===== src/rtl/alu_ctrl_pkg.sv =====
// ----------------------------------------------------------------------------
// alu_ctrl_pkg
// Shared types for the registered ALU control unit.
//   alu_ctrl_e    : ALU control codes driven to the execute stage
//   aluop_e       : coarse operation class from the main decoder
//   state_e       : sequencing state of alu_ctrl_pipe
//   is_multicycle : true for codes that need the latency counter
// ----------------------------------------------------------------------------
package alu_ctrl_pkg;

    // Number of low op bits that carry the function code.
    localparam int FUNC_BITS = 4;

    typedef enum logic [3:0] {
        ALU_ADD = 4'd0,
        ALU_SUB = 4'd1,
        ALU_AND = 4'd2,
        ALU_OR  = 4'd3,
        ALU_XOR = 4'd4,
        ALU_SLL = 4'd5,
        ALU_SRL = 4'd6,
        ALU_SLT = 4'd7,
        ALU_MUL = 4'd8,
        ALU_DIV = 4'd9
    } alu_ctrl_e;

    typedef enum logic [1:0] {
        AOP_ADD  = 2'b00,
        AOP_SUB  = 2'b01,
        AOP_FUNC = 2'b10,
        AOP_PASS = 2'b11
    } aluop_e;

    typedef enum logic {
        IDLE = 1'b0,
        BUSY = 1'b1
    } state_e;

    // MUL and DIV are the only codes that are sequenced over several cycles.
    function automatic logic is_multicycle(input alu_ctrl_e code);
        return (code == ALU_MUL) || (code == ALU_DIV);
    endfunction

endpackage


===== src/rtl/alu_ctrl_decode.sv =====
// ----------------------------------------------------------------------------
// alu_ctrl_decode
// Pure combinational decode of op/aluop into an ALU control code.
// Ports:
//   i_op         : function field, only the low 4 bits select a code
//   i_aluop      : 00 ADD, 01 SUB, 10 decode op, 11 pass op through
//   o_ctrl       : ALU control code (CTRL_W bits)
//   o_illegal    : op could not be decoded (only reported with the trap enabled)
//   o_multicycle : code needs the multi-cycle sequencer (MUL/DIV)
// Configuration macro: ALU_ILLEGAL_TRAP_EN
//   defined     : o_illegal flags undecodable ops
//   not defined : o_illegal tied 0; undecodable ops still map to ADD
// ----------------------------------------------------------------------------
module alu_ctrl_decode
    import alu_ctrl_pkg::*;
#(
    parameter int OP_W   = 5,
    parameter int CTRL_W = 4
) (
    input  logic [OP_W-1:0]   i_op,
    input  logic [1:0]        i_aluop,
    output logic [CTRL_W-1:0] o_ctrl,
    output logic              o_illegal,
    output logic              o_multicycle
);

    // Zero-extended op so the pass-through slice and the upper-bit check
    // stay legal for any OP_W / CTRL_W combination.
    logic [OP_W+CTRL_W-1:0] w_opExt;
    logic                   w_upperSet;
    logic                   w_bad;
    alu_ctrl_e              w_code;

    assign w_opExt    = {{CTRL_W{1'b0}}, i_op};
    assign w_upperSet = |(w_opExt >> FUNC_BITS);

    // Function codes 10..15, or any op bit above bit 3, cannot be decoded and
    // fall back to ADD so the execute stage always sees a harmless operation.
    always_comb begin
        o_ctrl       = '0;
        o_multicycle = 1'b0;
        w_bad        = 1'b0;
        w_code       = ALU_ADD;
        case (aluop_e'(i_aluop))
            AOP_ADD:  o_ctrl = CTRL_W'(ALU_ADD);
            AOP_SUB:  o_ctrl = CTRL_W'(ALU_SUB);
            AOP_FUNC: begin
                if (w_upperSet || (i_op[FUNC_BITS-1:0] > 4'd9)) begin
                    w_bad  = 1'b1;
                    o_ctrl = CTRL_W'(ALU_ADD);
                end else begin
                    w_code       = alu_ctrl_e'(i_op[FUNC_BITS-1:0]);
                    o_ctrl       = CTRL_W'(w_code);
                    o_multicycle = is_multicycle(w_code);
                end
            end
            AOP_PASS: o_ctrl = w_opExt[CTRL_W-1:0];
            default:  o_ctrl = CTRL_W'(ALU_ADD);
        endcase
    end

`ifdef ALU_ILLEGAL_TRAP_EN
    assign o_illegal = w_bad;
`else
    assign o_illegal = 1'b0;
`endif

endmodule


===== src/rtl/alu_ctrl_pipe.sv =====
// ----------------------------------------------------------------------------
// alu_ctrl_pipe
// Registered, handshaked ALU control unit between the main decoder and the
// execute stage. Holds one result; MUL/DIV are sequenced by a latency counter.
// Ports:
//   clk, reset           : rising-edge clock, synchronous active-high reset
//   in_valid / in_ready  : op/aluop handshake from the decoder
//   op, aluop            : operation to decode
//   out_valid / out_ready: result handshake to the execute stage
//   alucontrol           : registered ALU control code
//   busy                 : multi-cycle op in progress
//   illegal              : held result came from an undecodable op
// Configuration macro: ALU_ILLEGAL_TRAP_EN (enables the illegal flag).
// ----------------------------------------------------------------------------
module alu_ctrl_pipe
    import alu_ctrl_pkg::*;
#(
    parameter int OP_W    = 5,
    parameter int CTRL_W  = 4,
    parameter int MUL_CYC = 3,
    parameter int DIV_CYC = 8
) (
    input  logic              clk,
    input  logic              reset,
    input  logic              in_valid,
    output logic              in_ready,
    input  logic [OP_W-1:0]   op,
    input  logic [1:0]        aluop,
    output logic              out_valid,
    input  logic              out_ready,
    output logic [CTRL_W-1:0] alucontrol,
    output logic              busy,
    output logic              illegal
);

    localparam int MAX_CYC = (MUL_CYC > DIV_CYC) ? MUL_CYC : DIV_CYC;
    localparam int CNT_W   = $clog2(MAX_CYC) + 1;
    localparam logic [CNT_W-1:0] MUL_LOAD = CNT_W'(MUL_CYC - 1);
    localparam logic [CNT_W-1:0] DIV_LOAD = CNT_W'(DIV_CYC - 1);

    state_e            r_state;
    logic [CNT_W-1:0]  r_count;
    logic              r_outValid;
    logic [CTRL_W-1:0] r_ctrl;
    logic              r_illegal;

    state_e            w_stateNext;
    logic [CNT_W-1:0]  w_countNext;
    logic              w_outValidNext;
    logic [CTRL_W-1:0] w_ctrlNext;
    logic              w_illegalNext;

    logic [CTRL_W-1:0] w_ctrl;
    logic              w_illegal;
    logic              w_multi;
    logic              w_transfer;
    logic [CNT_W-1:0]  w_latLoad;
    logic              w_goBusy;

    alu_ctrl_decode #(
        .OP_W   (OP_W),
        .CTRL_W (CTRL_W)
    ) u_decode (
        .i_op         (op),
        .i_aluop      (aluop),
        .o_ctrl       (w_ctrl),
        .o_illegal    (w_illegal),
        .o_multicycle (w_multi)
    );

    // Reset gates in_ready so nothing is taken while reset is held.
    assign in_ready   = !reset && (r_state == IDLE) && (!r_outValid || out_ready);
    assign w_transfer = in_valid && in_ready;

    // A one-cycle latency op never enters BUSY.
    assign w_latLoad = (w_ctrl == CTRL_W'(ALU_DIV)) ? DIV_LOAD : MUL_LOAD;
    assign w_goBusy  = w_multi && (w_latLoad != '0);

    // State, counter and output register; everything resets together.
    always_ff @(posedge clk) begin
        if (reset) begin
            r_state    <= IDLE;
            r_count    <= '0;
            r_outValid <= 1'b0;
            r_ctrl     <= '0;
            r_illegal  <= 1'b0;
        end else begin
            r_state    <= w_stateNext;
            r_count    <= w_countNext;
            r_outValid <= w_outValidNext;
            r_ctrl     <= w_ctrlNext;
            r_illegal  <= w_illegalNext;
        end
    end

    // Next-state logic. The code is captured at accept time even for MUL/DIV;
    // out_valid stays low until the counter expires. Leaving BUSY on the
    // 1 -> 0 step gives exactly LAT edges from accept to out_valid.
    always_comb begin
        w_stateNext    = r_state;
        w_countNext    = r_count;
        w_outValidNext = r_outValid;
        w_ctrlNext     = r_ctrl;
        w_illegalNext  = r_illegal;
        if (r_outValid && out_ready) begin
            w_outValidNext = 1'b0;
        end
        case (r_state)
            IDLE: begin
                if (w_transfer) begin
                    w_ctrlNext    = w_ctrl;
                    w_illegalNext = w_illegal;
                    if (w_goBusy) begin
                        w_stateNext    = BUSY;
                        w_countNext    = w_latLoad;
                        w_outValidNext = 1'b0;
                    end else begin
                        w_outValidNext = 1'b1;
                    end
                end
            end
            BUSY: begin
                if (r_count <= CNT_W'(1)) begin
                    w_stateNext    = IDLE;
                    w_countNext    = '0;
                    w_outValidNext = 1'b1;
                end else begin
                    w_countNext = r_count - CNT_W'(1);
                end
            end
            default: w_stateNext = IDLE;
        endcase
    end

    assign out_valid  = r_outValid;
    assign alucontrol = r_ctrl;
    assign busy       = (r_state == BUSY);
    assign illegal    = r_illegal;

endmodule


===== config.mk =====
export PLATFORM = sky130hd
export DESIGN_NAME = alu_ctrl_pipe
export DESIGN_NICKNAME = d
export VERILOG_FILES = /design/src/rtl/alu_ctrl_pkg.sv /design/src/rtl/alu_ctrl_decode.sv /design/src/rtl/alu_ctrl_pipe.sv
export SDC_FILE = /design/constraint.sdc
export NUM_CORES = 1
export LEC_CHECK = 0
export BUFFER_PORTS_ARGS = -buffer_cell sky130_fd_sc_hd__buf_2
export CAP_MARGIN = 10
export CORE_MARGIN = 2
export CORE_UTILIZATION = 30
export CTS_BUF_LIST = sky130_fd_sc_hd__clkbuf_2
export DETAILED_ROUTE_END_ITERATION = 10
export GPL_TIMING_DRIVEN = 0
export PLACE_DENSITY = 0.49
export SLEW_MARGIN = 20
export SYNTH_ARGS = -nofsm -noshare
export SYNTH_HDL_FRONTEND = slang
export SYNTH_SLANG_ARGS = --single-unit

===== constraint.sdc =====
create_clock -name clk -period 2.1 [get_ports clk]
set_clock_uncertainty 0.2 [all_clocks]
set_input_delay 0.105 -clock clk [delete_from_list [all_inputs] [get_ports clk]]
set_output_delay 0.105 -clock clk [all_outputs]
set_load 0.02 [all_outputs]

==> key figures, run 1 <==
Setup path
  – CP startpoint kind: register
  – Worst Setup End Kind: register
  – Worst path required time: 2.04 ns
  – Crit-path max FO: 4
  – WP data arrival: 1.77 ns
  – Worst Setup Path Type: reg -> reg

Detailed routing
  – Starting DRT DRC Count: 16
  – Wire length per cell: 11.51 um
  – Post-DR vias/cell: 4.818
  – DRC: 0
  – Routed Antenna Nets: 0
  – DRT Wirelength: 1.393 mm
  – Vias: 583
  – Drt first pass iters: 4

Cells and area
  – Design area: 803.3 um2
  – Non-filler cells, final: 121
  – Commonest cells after routing, fill and taps aside: buf_2, dfxtp_1, inv_1
  – Nets: 108
  – Final core utilization: 41.37%
  – Fraction of layout cells with a size suffix above 1: 34.04%
  – Synthesis-to-finish area growth: 32.64%
  – Commonest non-fill, non-tap cell in the layout: buf_2
  – N_diodes: 0

Timing
  – Slew headroom: 64.89%
  – Fin. max-slew vios: 0
  – Fin crit share: 87.17%
  – Endpoints failing setup: 0
  – Final Hold Viols: 0
  – Worst-margin pin slew: 0.5222 ns
  – Final Hold Slack: 0.03142 ns
  – RSZ-0062 raised after global routing: false
  – Fin crit period: 1.831 ns
  – F_max: 546.3 MHz
  – Setup_tns: 0 ns

Floorplanning
  – Row cnt: 16
  – Core ar.: 1942 um2
  – Num ports: 19
  – Die X: 48.93 um
  – Initial Util: 31.19%
  – Die area: 2394 um2
  – Die Ht: 48.93 um

Placement
  – DP HPWL: 994.5 um
  – Cells after DPL: 111
  – Routability cong.: 0.7271
  – Buffers added on ports: 17
  – DP Area: 724.4 um2

Clocking
  – Clock-pin transition on the worst setup and hold timing paths: 0.12 ns
  – Post-CTS setup buffer count: 0
  – Inserted Clock Buffers: 3
  – CTS H-tree depth: 1
  – Cts repair resizes: 0
  – Largest buffer count on any clock path: 2
  – Root Buffer: clkbuf_2
  – Worst skew pair latency: 0.26 ns
  – CTS tree: yes
  – Clock sinks: 10

Global route
  – Vias in the first global route: 531
  – GRT Total Usage: 12.54%
  – Total gr overflow: 0
  – Initial antenna violation count: 0
  – Pin count of the biggest net entering global routing: 11
  – First-pass GRT wire length: 2.332 mm

Synth
  – Yosys reg bits: 10
  – Synth Instances: 67
  – Syn Std Cell Area: 605.6 um2
  – Post-Syn Nets: 80
  – Unique masters post-synth: 36
  – Synth Area per Inst: 9.039 um2
  – Ys Warns: 0
  – Seq/Total Area, Yosys: 33.06%

Outcome
  – Status: complete, no violations

Power
  – Lkg Pwr: 0.3368 nW
  – Pwr/cell area: 481.1 nW/um2
  – Worst VDD drop: 254.5 uV

Run
  – Max-cap violations: 0

Hold path
  – Worst min path class: in -> reg
[routing by layer]
layer | vias up | track usage [%] | wire length [um]
met5 | - | 0 | 0
met4 | 0 | 7.143 | 13
met3 | 2 | 2.147 | 63
met2 | 18 | 20.55 | 649
met1 | 266 | 15.44 | 667
li1 | 297 | - | -
[kinds of logic (layout without fill, tap and decap cells)]
family | after synthesis | count (layout) | synth area share, %
AND/OR/NAND/NOR | 22 | 22 | 22.73
AO/OA/AOI/OAI | 19 | 19 | 27.27
buffers and inverters | 12 | 39 | 10.54
flip-flops | 10 | 10 | 33.06
other | 1 | 1 | 0.6192
adder cells (fa/ha/maj) | 2 | 2 | 4.132
multiplexers | 1 | 1 | 1.653
[metrics by stage]
step	power, mW	setup slack, ns
2_1_floorplan	0.2418	0.5353
3_3_place_gp	0.2672	0.3170
3_5_place_dp	0.2683	0.3328
4_1_cts	0.3932	0.3094
5_1_grt	0.4100	0.1377
6_report	0.3864	0.2695
[synthesized netlist by cell type]
cell type | instances | area (um2)
buf_4 | 1 | 7.510
a21oi_2 | 1 | 8.760
nand4_1 | 1 | 6.260
a221o_2 | 1 | 11.26
o221a_2 | 1 | 11.26
nand4b_1 | 1 | 8.760
and2_1 | 1 | 6.260
nor3b_1 | 1 | 7.510
ha_1 | 2 | 25.02
a21o_2 | 1 | 8.760
nor2_1 | 6 | 22.52
dfxtp_1 | 10 | 200.2
conb_1 | 1 | 3.750
o31ai_1 | 1 | 7.510
o22a_1 | 1 | 8.760
nand2b_1 | 1 | 6.260
inv_1 | 8 | 30.03
o311ai_2 | 1 | 16.27
nor2_2 | 1 | 6.260
nor3_1 | 3 | 15.01
nor4b_4 | 1 | 23.77
nor2b_1 | 1 | 6.260
clkbuf_1 | 1 | 3.750
or3_1 | 1 | 6.260
a211oi_1 | 1 | 7.510
and4_4 | 1 | 11.26
o21ai_0 | 1 | 5.000
nand2_1 | 3 | 11.26
o311ai_0 | 1 | 8.760
a221oi_1 | 1 | 8.760
a21oi_1 | 2 | 10.01
buf_6 | 2 | 22.52
o32ai_1 | 4 | 35.03
mux2i_1 | 1 | 10.01
a21boi_0 | 1 | 7.510
o21ba_2 | 1 | 10.01
[timing repair]
| action | 4_1_cts | 5_1_grt |
|---|---|---|
| setup endpoints to repair | 0 | 0 |
| hold buffers | 6 | 0 |
| endpoints found under the hold margin | 5 | 0 |
[worst paths after layout]
check	from	to	slack [ns]	depth (start not counted)
setup reg to reg	r_count[1]$_SDFFE_PP0P_	r_count[2]$_SDFFE_PP0P_	0.27	7
hold reg to reg	alucontrol[1]$_SDFFE_PP0P_	alucontrol[1]$_SDFFE_PP0P_	0.28	2
setup / recovery	r_count[1]$_SDFFE_PP0P_	r_count[2]$_SDFFE_PP0P_	0.27	7
hold / removal	op[4]	alucontrol[0]$_SDFFE_PP0P_	0.03	4
[power by group]
part	internal, mW	switching [mW]
logic	0.0355	0.0404
clock network	0.0414	0.0723
registers	0.195	0.00213
total	0.272	0.115
[critical path, cell delays in order, from the launching register on]
cell	delay (ns)
dfxtp_1	0.35
inv_1	0.08
ha_1	0.18
nor2_1	0.07
o31ai_1	0.45
nor3b_1	0.10
o21ai_0	0.19
a21oi_1	0.09
[final cells by class]
cell class	instances	area, um2
Clock buffer	3	15.01
Inverter	8	30.03
Buffer	4	33.78
Tap cell	27	33.78
Fill cell	217	1139
Multi-Input combinational cell	45	341.6
Timing Repair Buffer	23	145.1
Clock inverter	1	3.754
Sequential cell	10	200.2
[registers in the layout, indices dropped and copies added, names as in the netlist]
register and flops:
alucontrol 4, busy 1, out_valid 1, r_count 4
Power figures use the tool's default switching activity.
==> run 2: changes to the inputs <==
--- a/config.mk
+++ b/config.mk
@@ -8,12 +8,13 @@
 export BUFFER_PORTS_ARGS = -buffer_cell sky130_fd_sc_hd__buf_2
 export CAP_MARGIN = 10
 export CORE_MARGIN = 2
-export CORE_UTILIZATION = 30
+export CORE_UTILIZATION = 40
 export CTS_BUF_LIST = sky130_fd_sc_hd__clkbuf_2
 export DETAILED_ROUTE_END_ITERATION = 10
 export GPL_TIMING_DRIVEN = 0
-export PLACE_DENSITY = 0.49
+export PLACE_DENSITY = 0.62
 export SLEW_MARGIN = 20
 export SYNTH_ARGS = -nofsm -noshare
 export SYNTH_HDL_FRONTEND = slang
+export SYNTH_HIERARCHICAL = 1
 export SYNTH_SLANG_ARGS = --single-unit
==> key figures, run 2 <==
Clocking
  – Largest buffer count on any clock path: 2 (unchanged)
  – CTS H-tree depth: 1 (unchanged)
  – Worst skew pair latency: 0.25 ns (was 0.26 ns)
  – Clock-pin transition on the worst setup and hold timing paths: 0.11 ns (was 0.12 ns)
  – Root Buffer: clkbuf_2 (unchanged)
  – CTS tree: yes (unchanged)
  – Inserted Clock Buffers: 3 (unchanged)
  – Clock sinks: 11 (was 10)
  – Post-CTS setup buffer count: 0 (unchanged)

Timing
  – F_max: 565.2 MHz (was 546.3 MHz)
  – Fin crit share: 84.25% (was 87.17%)
  – Worst setup margin: 0.3307 ns (was 0.2695 ns)
  – Slew headroom: 66.50% (was 64.89%)
  – Fin crit period: 1.769 ns (was 1.831 ns)
  – RSZ-0062 raised after global routing: false (unchanged)
  – Endpoints failing setup: 0 (unchanged)
  – Fin. max-slew vios: 0 (unchanged)
  – Worst-margin pin slew: 0.4959 ns (was 0.5222 ns)
  – Setup_tns: 0 ns (unchanged)
  – Final Hold Viols: 0 (unchanged)

Setup path
  – Delay of the slowest critical-path stage: 0.39 ns (was 0.45 ns)
  – Worst path required time: 2.09 ns (was 2.04 ns)
  – Crit-path max FO: 4 (unchanged)
  – WP data arrival: 1.76 ns (was 1.77 ns)
  – Worst Path Buf+Inv: 1 (unchanged)
  – Worst Setup End Kind: register (unchanged)
  – Worst path slowest cell: dfxtp_1 (was o31ai_1)
  – Worst Setup Path Type: reg -> reg (unchanged)
  – CP startpoint kind: register (unchanged)
  – Critical path cell sequence: inv_1 > ha_1 > o21bai_1 > o21ai_0 > or3_1 > a31oi_1 (was inv_1 > ha_1 > nor2_1 > o31ai_1 > nor3b_1 > o21ai_0 > a21oi_1)
  – CP top delay family: compound AO/OA/AOI/OAI gates (unchanged)

Cells and area
  – Commonest cells after routing, fill and taps aside: buf_2, dfxtp_1, nor2_1 (was buf_2, dfxtp_1, inv_1)
  – Fraction of layout cells with a size suffix above 1: 27.55% (was 34.04%)
  – Synthesis-to-finish area growth: 25.91% (was 32.64%)
  – Commonest non-fill, non-tap cell in the layout: buf_2 (unchanged)
  – Nets: 112 (was 108)
  – N_diodes: 0 (unchanged)
  – Non-filler cells, final: 114 (was 121)

Run
  – Max-cap violations: 0 (unchanged)

Synth
  – Synth Area per Inst: 8.467 um2 (was 9.039 um2)
  – Post-synth EDFFs: 0 (unchanged)
  – Top cells by count, synth: dfxtp_1, nor2_1, inv_1, mux2i_1, nand2_1 (was dfxtp_1, inv_1, nor2_1)
  – Post-Syn Nets: 86 (was 80)
  – Most frequent cell after synthesis: dfxtp_1 (unchanged)
  – Async SR Flop Fraction: 0% (unchanged)
  – Post-synth top area share: 35.63% (was 33.06%)
  – Seq/Total Area, Yosys: 35.63% (was 33.06%)
  – Most used DFF post-synth: dfxtp_1 (unchanged)
  – Cell taking the most area after synthesis: dfxtp_1 (unchanged)
  – Unique masters post-synth: 31 (was 36)
  – Yosys reg bits: 11 (was 10)
  – Ys Warns: 6 (was 0)
  – Synth Instances: 73 (was 67)
  – Top cells by area, synth: dfxtp_1, mux2i_1, nor2_1 (was dfxtp_1, o32ai_1, inv_1)
  – Syn Std Cell Area: 618.1 um2 (was 605.6 um2)

Power
  – Pwr/cell area: 514.7 nW/um2 (was 481.1 nW/um2)
  – Worst VDD drop: 256.7 uV (was 254.5 uV)
  – Lkg Pwr: 0.4038 nW (was 0.3368 nW)
  – Total design power: 0.4005 mW (was 0.3864 mW)

Detailed routing
  – Top Layer Used: met4 (unchanged)
  – Post-DR vias/cell: 5.079 (was 4.818)
  – Drt first pass iters: 5 (was 4)
  – Wire length per cell: 11.27 um (was 11.51 um)
  – Routed Antenna Nets: 0 (unchanged)
  – DRT Wirelength: 1.285 mm (was 1.393 mm)
  – Starting DRT DRC Count: 16 (unchanged)
  – DRC: 0 (unchanged)
  – Met3 wire length: 81 um (was 63 um)
  – Vias: 579 (was 583)
  – DR WL met2: 470 um (was 649 um)
  – M1 wire length: 699 um (was 667 um)

Floorplanning
  – Die area: 1876 um2 (was 2394 um2)
  – Row cnt: 14 (was 16)
  – Initial Util: 42.01% (was 31.19%)
  – Num ports: 19 (unchanged)
  – Die Ht: 43.31 um (was 48.93 um)
  – Die X: 43.31 um (was 48.93 um)
  – Core ar.: 1471 um2 (was 1942 um2)

Global route
  – Total gr overflow: 0 (unchanged)
  – First-pass GRT wire length: 2.249 mm (was 2.332 mm)
  – Vias in the first global route: 510 (was 531)
  – GRT Total Usage: 16.08% (was 12.54%)
  – Pin count of the biggest net entering global routing: 11 (unchanged)
  – Initial antenna violation count: 0 (unchanged)

Placement
  – Routability cong.: 0.7888 (was 0.7271)
  – Cells after DPL: 107 (was 111)
  – Dpl ws: 0.2091 ns (was 0.3328 ns)
  – Buffers added on ports: 18 (was 17)
  – DP HPWL: 971.4 um (was 994.5 um)

Outcome
  – Status: complete, no violations (unchanged)

Hold path
  – Worst min path class: in -> reg (unchanged)
[run 2: final cells by class]
cell class,instances,area (um2)
fill,150,693.2
inverter,5,18.77
clock buffer,4,20.02
multi-input combinational,54,362.8
timing repair buffer,21,120.1
tap,16,20.02
sequential,11,220.2
buffer,3,16.27
[run 2: worst paths after layout]
path | end | cells past startpoint | from | slack [ns]
worst max register to register | r_count[3]$_SDFFE_PP0P_ | 6 | r_count[0]$_SDFFE_PP0P_ | 0.33
worst max-delay path | r_count[3]$_SDFFE_PP0P_ | 6 | r_count[0]$_SDFFE_PP0P_ | 0.33
worst min register to register | alucontrol[3]$_SDFFE_PP0P_ | 2 | alucontrol[3]$_SDFFE_PP0P_ | 0.31
worst min-delay path | alucontrol[2]$_SDFFE_PP0P_ | 4 | op[2] | 0.08
[run 2: timing repair]
| action | 4_1_cts | 5_1_grt |
|---|---|---|
| gates resized for setup | 0 | 0 |
| setup endpoints to repair | 0 | 0 |
| hold buffers | 3 | 0 |
| hold endpoints to repair | 2 | 0 |
[run 2: per-layer routing]
| layer | vias up | track usage (%) |
|---|---|---|
| met5 | - | 0 |
| met4 | 0 | 10.91 |
| li1 | 308 | - |
| met1 | 247 | 23.26 |
| met3 | 4 | 2.979 |
| met2 | 20 | 21.19 |
[run 2: cells by family after synthesis]
logic type / synth area share, %
AO/OA/AOI/OAI: 19.03
multiplexers: 8.097
AND/OR/NAND/NOR: 26.92
other: 0.6067
flip-flops: 35.63
buffers and inverters: 5.667
adder cells (fa/ha/maj): 4.048
[run 2: through the flow]
step                utilization, %  hold slack (ns)  instance area (um2)
global placement             49.49           0.2076                728.2
global route                 52.89           0.1184                778.2
detailed placement           49.49           0.2088                728.2
CTS                          52.89          0.07434                778.2
floorplan                        -          0.05992                618.1
finish                       52.89          0.07996                778.2
[run 2: power by group]
part	switching, mW	internal, mW	total (mW)	leakage, nW
sequential	0.00277	0.213	0.216	0.0892
clock	0.0687	0.0506	0.119	0.0166
combinational	0.0350	0.0302	0.0652	0.298
total	0.107	0.294	0.401	0.404
[run 2: tightest hold or removal path, delay by kind of cell]
family          cells  cell delay, ns
simple gates        1            0.07
compound gates      1            0.16
buf+inv             1            0.10
mux                 1            0.06
